===== src/rtl/sr_cell_writer_pkg.sv =====
// Shared types and default constants for the SR cell write controller.
package sr_cell_writer_pkg;

  typedef enum logic [2:0] {
    IDLE   = 3'd0,
    SET    = 3'd1,
    CLR    = 3'd2,
    SETTLE = 3'd3,
    CHECK  = 3'd4
  } state_t;

  localparam int DEF_WIDTH      = 8;
  localparam int DEF_SETTLE_CYC = 1;
  localparam int DEF_MAX_RETRY  = 2;

  // Counter width able to hold 0..n, never narrower than one bit.
  function automatic int cnt_width(input int n);
    return (n < 1) ? 1 : $clog2(n + 1);
  endfunction

endpackage


===== src/rtl/sr_cell_writer_if.sv =====
// Request/response port plus SR cell excitation and readback signals.
interface sr_cell_writer_if #(
  parameter int WIDTH = 8
);
  logic             req_valid;
  logic             req_ready;
  logic [WIDTH-1:0] req_data;
  logic [WIDTH-1:0] cell_q;
  logic [WIDTH-1:0] s_o;
  logic [WIDTH-1:0] r_o;
  logic             resp_valid;
  logic             resp_err;
  logic [WIDTH-1:0] resp_mism;

  modport slave (
    input  req_valid, req_data, cell_q,
    output req_ready, s_o, r_o, resp_valid, resp_err, resp_mism
  );

  modport master (
    output req_valid, req_data, cell_q,
    input  req_ready, s_o, r_o, resp_valid, resp_err, resp_mism
  );
endinterface


===== src/rtl/sr_excitation_calc.sv =====
// Per-bit set/clear masks; a bit can only be in one mask since each term
// requires the opposite polarity of target.
module sr_excitation_calc #(
  parameter int WIDTH = 8
) (
  input  logic [WIDTH-1:0] target,
  input  logic [WIDTH-1:0] cell_q,
  output logic [WIDTH-1:0] set_mask,
  output logic [WIDTH-1:0] clr_mask
);
  assign set_mask = target & ~cell_q;
  assign clr_mask = ~target & cell_q;
endmodule


===== src/rtl/sr_cell_writer.sv =====
// Write-verify-retry controller for a bank of clocked SR cells.
//   state  | meaning
//   IDLE   | ready for a request; response pulse appears here
//   SET    | drive set pulses, no reset pulses
//   CLR    | drive reset pulses, no set pulses
//   SETTLE | quiet cycles before readback
//   CHECK  | compare cells with target; retry or respond
module sr_cell_writer
  import sr_cell_writer_pkg::*;
#(
  parameter int WIDTH      = DEF_WIDTH,
  parameter int SETTLE_CYC = DEF_SETTLE_CYC,
  parameter int MAX_RETRY  = DEF_MAX_RETRY
) (
  input logic               clk,
  input logic               rst,
  sr_cell_writer_if.slave   bus
);

  localparam int RW = cnt_width(MAX_RETRY);
  localparam int SW = cnt_width(SETTLE_CYC);
  localparam logic [RW-1:0] RETRY_LIM   = RW'(MAX_RETRY);
  localparam logic [SW-1:0] SETTLE_LOAD = (SETTLE_CYC > 0) ? SW'(SETTLE_CYC - 1) : '0;

  state_t           state_q, state_n;
  logic [WIDTH-1:0] target_q;
  logic [WIDTH-1:0] clr_mask_q;
  logic [RW-1:0]    retry_cnt;
  logic [SW-1:0]    settle_cnt;

  logic [WIDTH-1:0] calc_target, calc_set, calc_clr;
  logic             accept, cells_match, can_retry;

  // In IDLE the masks come from the incoming word, later from the latched one.
  assign calc_target = (state_q == IDLE) ? bus.req_data : target_q;

  sr_excitation_calc #(.WIDTH(WIDTH)) u_calc (
    .target   (calc_target),
    .cell_q   (bus.cell_q),
    .set_mask (calc_set),
    .clr_mask (calc_clr)
  );

  assign bus.req_ready = (state_q == IDLE) && !rst;
  assign accept        = bus.req_valid && bus.req_ready;
  assign cells_match   = (bus.cell_q == target_q);
  assign can_retry     = (retry_cnt < RETRY_LIM);

  always_ff @(posedge clk) begin
    if (rst) state_q <= IDLE;
    else     state_q <= state_n;
  end

  always_comb begin
    state_n = state_q;
    case (state_q)
      IDLE:    if (accept) state_n = SET;
      SET:     state_n = CLR;
      CLR:     state_n = (SETTLE_CYC == 0) ? CHECK : SETTLE;
      SETTLE:  if (settle_cnt == '0) state_n = CHECK;
      CHECK: begin
        if (cells_match)    state_n = IDLE;
        else if (can_retry) state_n = SET;
        else                state_n = IDLE;
      end
      default: state_n = IDLE;
    endcase
  end

  always_ff @(posedge clk) begin
    if (rst) begin
      target_q       <= '0;
      clr_mask_q     <= '0;
      retry_cnt      <= '0;
      settle_cnt     <= '0;
      bus.s_o        <= '0;
      bus.r_o        <= '0;
      bus.resp_valid <= 1'b0;
      bus.resp_err   <= 1'b0;
      bus.resp_mism  <= '0;
    end else begin
      bus.resp_valid <= 1'b0;

      if (accept) begin
        target_q  <= bus.req_data;
        retry_cnt <= '0;
      end else if (state_q == CHECK && !cells_match && can_retry) begin
        retry_cnt <= retry_cnt + 1'b1;
      end

      // Entering SET happens only on accept or retry, so calc_* is current.
      if (state_n == SET) clr_mask_q <= calc_clr;

      if (state_q == CLR)
        settle_cnt <= SETTLE_LOAD;
      else if (state_q == SETTLE && settle_cnt != '0)
        settle_cnt <= settle_cnt - 1'b1;

      bus.s_o <= (state_n == SET) ? calc_set : '0;
      bus.r_o <= (state_n == CLR) ? clr_mask_q : '0;

      if (state_q == CHECK && state_n == IDLE) begin
        bus.resp_valid <= 1'b1;
        bus.resp_err   <= !cells_match;
        bus.resp_mism  <= bus.cell_q ^ target_q;
      end
    end
  end

endmodule


===== src/flat_wrapper.sv =====
// flat-port wrapper written by rule: the top's interface ports become plain ports
module sr_cell_writer_flat import sr_cell_writer_pkg::*;
#(
  parameter int WIDTH      = DEF_WIDTH,
  parameter int SETTLE_CYC = DEF_SETTLE_CYC,
  parameter int MAX_RETRY  = DEF_MAX_RETRY
)
  (clk, rst, bus_req_valid, bus_req_data, bus_cell_q, bus_req_ready, bus_s_o, bus_r_o, bus_resp_valid, bus_resp_err, bus_resp_mism);
  sr_cell_writer_if #(.WIDTH(WIDTH)) bus_i ();
  input logic clk;
  input logic rst;
  input wire logic [$bits(bus_i.req_valid)-1:0] bus_req_valid;
  input wire logic [$bits(bus_i.req_data)-1:0] bus_req_data;
  input wire logic [$bits(bus_i.cell_q)-1:0] bus_cell_q;
  output wire logic [$bits(bus_i.req_ready)-1:0] bus_req_ready;
  output wire logic [$bits(bus_i.s_o)-1:0] bus_s_o;
  output wire logic [$bits(bus_i.r_o)-1:0] bus_r_o;
  output wire logic [$bits(bus_i.resp_valid)-1:0] bus_resp_valid;
  output wire logic [$bits(bus_i.resp_err)-1:0] bus_resp_err;
  output wire logic [$bits(bus_i.resp_mism)-1:0] bus_resp_mism;
  assign bus_i.req_valid = bus_req_valid;
  assign bus_i.req_data = bus_req_data;
  assign bus_i.cell_q = bus_cell_q;
  assign bus_req_ready = bus_i.req_ready;
  assign bus_s_o = bus_i.s_o;
  assign bus_r_o = bus_i.r_o;
  assign bus_resp_valid = bus_i.resp_valid;
  assign bus_resp_err = bus_i.resp_err;
  assign bus_resp_mism = bus_i.resp_mism;
  sr_cell_writer #(.WIDTH(WIDTH), .SETTLE_CYC(SETTLE_CYC), .MAX_RETRY(MAX_RETRY)) u_core (.clk(clk), .rst(rst), .bus(bus_i));
endmodule

===== config.mk =====
export PLATFORM = sky130hd
export DESIGN_NAME = sr_cell_writer_flat
export DESIGN_NICKNAME = d
export VERILOG_FILES = /design/src/rtl/sr_cell_writer_pkg.sv /design/src/rtl/sr_cell_writer_if.sv /design/src/rtl/sr_excitation_calc.sv /design/src/rtl/sr_cell_writer.sv /design/src/flat_wrapper.sv
export SDC_FILE = /design/constraint.sdc
export NUM_CORES = 1
export LEC_CHECK = 0
export ABC_AREA = 1
export CORE_AREA = 3 3 70 72
export CTS_CLUSTER_SIZE = 20
export DETAILED_ROUTE_END_ITERATION = 10
export DIE_AREA = 0 0 73 75
export GPL_ROUTABILITY_DRIVEN = 0
export PLACE_DENSITY = 0.81
export SKIP_CTS_REPAIR_TIMING = 1
export SYNTH_ARGS = -nofsm -noshare
export SYNTH_HDL_FRONTEND = slang
export SYNTH_SLANG_ARGS = --single-unit

===== constraint.sdc =====
create_clock -name clk -period 1.7 [get_ports clk]
set_input_delay 0.17 -clock clk [delete_from_list [all_inputs] [get_ports clk]]
set_output_delay 0.17 -clock clk [all_outputs]
set_load 0.1 [all_outputs]

Word level (Yosys, flattened, before mapping)
Index checks and enable logic that the tools add are counted. Widths: inputs -> output; s select.

Add/subtract/negate cells: 2. Magnitude comparators: 1. Equality and inequality tests: 7. Muxes and demuxes: 7. Bitwise operators: 7. Reduce and logical (&&, ||, !) cells: 14.

Operators with widths (count): $and 8x8->8 (2); $not 8->8 (2); $pmux 3 s5 (1); $eq 3x2->1 const B (3); $mux 3 (3); $eq 8x8->1 (1); $mux 8 (1); $reduce_or 2->1 (4); $xor 8x8->8 (1); $eq 3x1->1 const B (2); $logic_and 1x1->1 (6); $logic_not 3->1 (2); $eq 3x3->1 const B (1); $add 2x1->2 const B (1); $logic_not 1->1 (2); $lt 2x2->1 const B (1); $mux 1 (2); $not 1->1 (2); $sub 1x1->1 const B (1).

Flip-flop bits (word level): 48. Input bits: 19.

Logic depth before layout (Yosys ltp)
Depth after elaboration: 8. Gate-level depth with buffers: 11. Depth with buffers taken out: 11.

By module
From an unflattened synthesis, not the netlist that was laid out.

Cell total of the unflattened synthesis: 327. Area, all modules: 2163.3 sq um.

Modules (own cells, without submodules): sr_cell_writer (instances 1, cells each 295, area each 2043.2 sq um); sr_excitation_calc (instances 1, cells each 32, area each 120.1 sq um).

Worst setup path before layout
Ideal clock, no wire load.

Path kind: flip-flop to flip-flop. From: reg u_core.state_q[0]. To: reg u_core.clr_mask_q[0]. Library setup time: 114 ps. Arrival: 1683 ps. Data required time: 1586 ps. Slack: -97 ps. Cell stages (with the launch flop): 11. Buffers on the path: 0. Cell sequence: dfxtp_1 > nor2_4 > nand2_4 > nor2_4 > nand2_4 > nand2_2 > inv_2 > nand2_4 > nand2_2 > nand2_1 > nand2_1.

Word-level cells in the longest chain between the ends: 6. Elaborated cells between the ends (all ways): 14. Those cells by class: eq/ne: 5; mux: 4; bitwise: 2; reduce/logical: 3.

RTL lines: start: declaration (line sr_cell_writer.sv:25) `state_t state_q, state_n;`; start signal: assignment (line sr_cell_writer.sv:51) `else state_q <= state_n;`; $logic_not 3->1 (line sr_cell_writer.sv:44) `assign bus.req_ready = (state_q == IDLE) && !rst;`; $logic_and 1x1->1 (line sr_cell_writer.sv:44); via bus_req_ready (line flat_wrapper.sv:15) `output wire logic [$bits(bus_i.req_ready)-1:0] bus_req_ready;`; $logic_and 1x1->1 (line sr_cell_writer.sv:45) `assign accept = bus.req_valid && bus.req_ready;`; $mux 3 (line sr_cell_writer.sv:57) `IDLE: if (accept) state_n = SET;`; $pmux 3 s5 (line sr_cell_writer.sv:56) `case (state_q)`; $eq 3x1->1 (line sr_cell_writer.sv:92) `if (state_n == SET) clr_mask_q <= calc_clr;`; end signal: assignment (line sr_cell_writer.sv:92); end: declaration (line sr_cell_writer.sv:27) `logic [WIDTH-1:0] clr_mask_q;`.

The timed path passes the listed nets, and every way through them passes these cells. A chain may end at the register's enable or synchronous reset.

Worst setup path in the final report
From: reg u_core.target_q[6]. To: reg u_core.retry_cnt[1].

Word-level cells in the longest chain between the ends: 4.

RTL lines: start: declaration (line sr_cell_writer.sv:26) `logic [WIDTH-1:0] target_q;`; start signal: assignment (line sr_cell_writer.sv:85) `target_q <= bus.req_data;`; $eq 8x8->1 (line sr_cell_writer.sv:46) `assign cells_match = (bus.cell_q == target_q);`; $logic_not 1->1 (line sr_cell_writer.sv:87) `end else if (state_q == CHECK && !cells_match && can_retry) begin`; $logic_and 1x1->1 (2 in a row) (line sr_cell_writer.sv:87); end signal: assignment (line sr_cell_writer.sv:88) `retry_cnt <= retry_cnt + 1'b1;`; end: declaration (line sr_cell_writer.sv:28) `logic [RW-1:0] retry_cnt;`.

No other way between the ends.

==> flow_summary.yaml <==
run_status:
  status: "completed"
yosys:
  syn_avg_cell_area_um2: 6.85
  netlist_area_mm2: 0.00212
  synth_cell_types: 21
  synth_seq_area_share_pct: 45.4
  synth_area_leaders: "dfxtp_1, nand2_1, nor2_1, inv_1, nand4_1"
  ys_seq_elements: 48
  yosysWarnings: 0
  yosys.area.top_type: "dfxtp_1"
  synth_nets: 328
  netlist_instances: 309
  yosys.area.top_type_share_pct: 45.4
detailed_routing:
  wl_mm: 4.82
  drt-initial-drc-count: 84
  drc: 0
  vias: 2012
  drt_first_pass_iters: 4
  wl_per_cell_um: 11.2
  vias_per_cell: 4.67
  final_antenna_net_count: 0
place:
  hpwl_mm: 3.51
  port_buffers: 45
  place_area_mm2: 0.00272
  post-place-ws_ns: -0.190
job:
  drv_cap: 0
global_routing:
  grt_max_degree: 19
  grt_overflow: 0
  grt_pass1_vias: 1865
  grt_usage_pct: 18.0
  grt_pass1_wl_mm: 7.71
  antenna_found_initial: 0
layout:
  areaGrowthSynthToFinish_pct: 35.6
  utilization_pct: 65.9
  layout.nets: 397
  final_design_area_no_fill_mm2: 0.00287
  drive_gt1_share_pct: 23.2
  diodes: 0
sta:
  finalClockSkew_ns: 0.00518
  drv_slew: 0
  fin_ws_ns: 0.202
  setup_viol: 0
  holdWs_ns: 0.442
  hold_viol: 0
  rsz0062_at_grt: "false"
  relSlewSlack_pct: 76.7
  finalCriticalPeriod_ns: 1.50
  fin_crit_sh_pct: 88.1
  worstMarginPinSlew_ns: 0.346
  timing.fmax_ghz: 0.668
pwr:
  p_leak_nw: 1.37
  power.density_mw_per_mm2: 920
  total_power_w: 0.00264
  vdd_drop_max_uv: 530
setup_path:
  worstPathArrival_ns: 1.71
  critical-path-top-delay-family: "simple AND/OR/NAND/NOR gates"
  worst_setup_path_start_kind: "register"
  path_buf_inv: 2
  cp_max_fo: 8
  crit_top_cell: "nand2_1"
  cp_slowest_stage_delay_ns: 0.35
  ff2ff_setup_slack_ns: 0.20
  required_ns: 1.91
  r2r_end: "u_core.retry_cnt[1]"
  reg2reg_from: "u_core.target_q[6]"
  crit_chain: "inv_2 -> nand2_1 -> nand2_1 -> nand2_1 -> nor2_1 -> nand2_1 -> nand2_4 -> buf_12 -> nor2_1 -> o21ba_2"
  reg2reg_depth: 10
  path_class: "register to register"
  critPathSlowestCell: "dfxtp_1"
  crit_path_end_kind: "register"
clocking:
  cts_tree: "yes"
  clock_latency_ns: 0.31
  cts_max_path_buffers: 2
  path_clk_slew_ns: 0.09
  clock-sinks: 48
  numCtsBuffers: 5
  htreeDepth: 2
  root_buffer: "clkbuf_8"
floorplan:
  start_util_pct: 48.6
  rows: 24
  dieHeight_um: 75
  core_area_mm2: 0.00435
  num_io_pins: 46
  fp.dieW_um: 73
  design.die.area_mm2: 0.00548
worst_hold_path:
  holdPathEnd: "u_core.bus.r_o[1]"
  holdPathStages: 2
  worstHoldStart: "u_core.clr_mask_q[1]"
  hp-class: "register to register"
==> area by class of cell <==
class | instances | area [µm²]
Clock inverter | 3 | 46.3
Sequential cell | 48 | 962
Multi-Input combinational cell | 201 | 936
Fill cell | 362 | 1480
Clock buffer | 5 | 68.8
Inverter | 52 | 198
Timing Repair Buffer | 70 | 596
Tap cell | 52 | 65.1
==> per-stage QoR <==
step,instances,setup TNS [ns]
after floorplan,309,-1.57
after global placement,421,-1.92
after detailed placement,421,-3.46
after CTS,429,0
after global routing,431,0
final,431,0
==> cell usage in the layout (no fill, tap or decap), drive strengths merged <==
cell type / n
nand3: 2
bufinv: 1
nor2: 61
buf: 52
clkbuf: 5
inv: 45
nor4: 1
a21oi: 18
clkinvlp: 1
nand2: 90
nor3: 2
dfxtp: 48
nand4: 17
clkdlybuf4s50: 18
clkinv: 8
o21ai: 9
o21ba: 1
==> worst register-to-register path, delay by kind of cell (launching register included) <==
| kind | cells | cell delay [ns] |
|---|---|---|
| flops | 1 | 0.35 |
| compound gates | 1 | 0.18 |
| simple gates | 7 | 0.68 |
| buf+inv | 2 | 0.21 |
==> metal layers <==
layer	up-vias	wire [µm]	global-route usage [%]
met5	-	0	0
met4	0	100	8.20
met3	11	205	3.87
met2	47	2390	31.3
met1	875	2130	21.3
li1	1079	-	-
==> state kept, by name, summed over array words and instances, names as in the netlist <==
name	cells
u_core.bus.s_o	8
u_core.bus.resp_mism	8
u_core.target_q	8
u_core.state_q	3
u_core.clr_mask_q	8
u_core.settle_cnt	1
u_core.bus.resp_err	1
u_core.bus.resp_valid	1
u_core.bus.r_o	8
u_core.retry_cnt	2
==> worst max-delay path by stage <==
| stage | start | end | slack, ns | cells past startpoint |
|---|---|---|---|---|
| floorplan | u_core.state_q[1] | u_core.bus.resp_err | -0.07 | 10 |
| detailed placement | bus_cell_q[4] | u_core.bus.resp_mism[7] | -0.19 | 11 |
| finish | u_core.target_q[6] | u_core.retry_cnt[1] | 0.20 | 10 |
| global route | bus_cell_q[0] | u_core.bus.resp_mism[7] | 0.05 | 12 |
| CTS | u_core.target_q[6] | u_core.bus.resp_mism[7] | 0.11 | 11 |
| global placement | bus_cell_q[4] | u_core.bus.resp_mism[7] | -0.12 | 11 |
==> cells in the mapped netlist, drive strengths merged <==
master and number:
nand3 2, inv 44, nand4 17, clkinv 8, a21oi 18, o21ba 1
nor3 2, o21ai 9, buf 6, clkbuf 2, dfxtp 48, nand2 90
nor2 61, nor4 1
==> cell families after synthesis <==
logic type / synth area share (%)
AO/OA/AOI/OAI: 6.86
flip-flops: 45.4
AND/OR/NAND/NOR: 36.5
buffers and inverters: 11.3
==> report_power, final <==
| group | total, W | switching [W] | internal, W | leakage [nW] |
|---|---|---|---|---|
| Combinational | 0.000598 | 0.000386 | 0.000212 | 0.925 |
| Sequential | 0.00119 | 0.0000227 | 0.00117 | 0.389 |
| Clock | 0.000853 | 0.000410 | 0.000443 | 0.0548 |
| Total | 0.00264 | 0.000818 | 0.00182 | 1.37 |
Note: power is estimated with default switching activity, not from simulation.
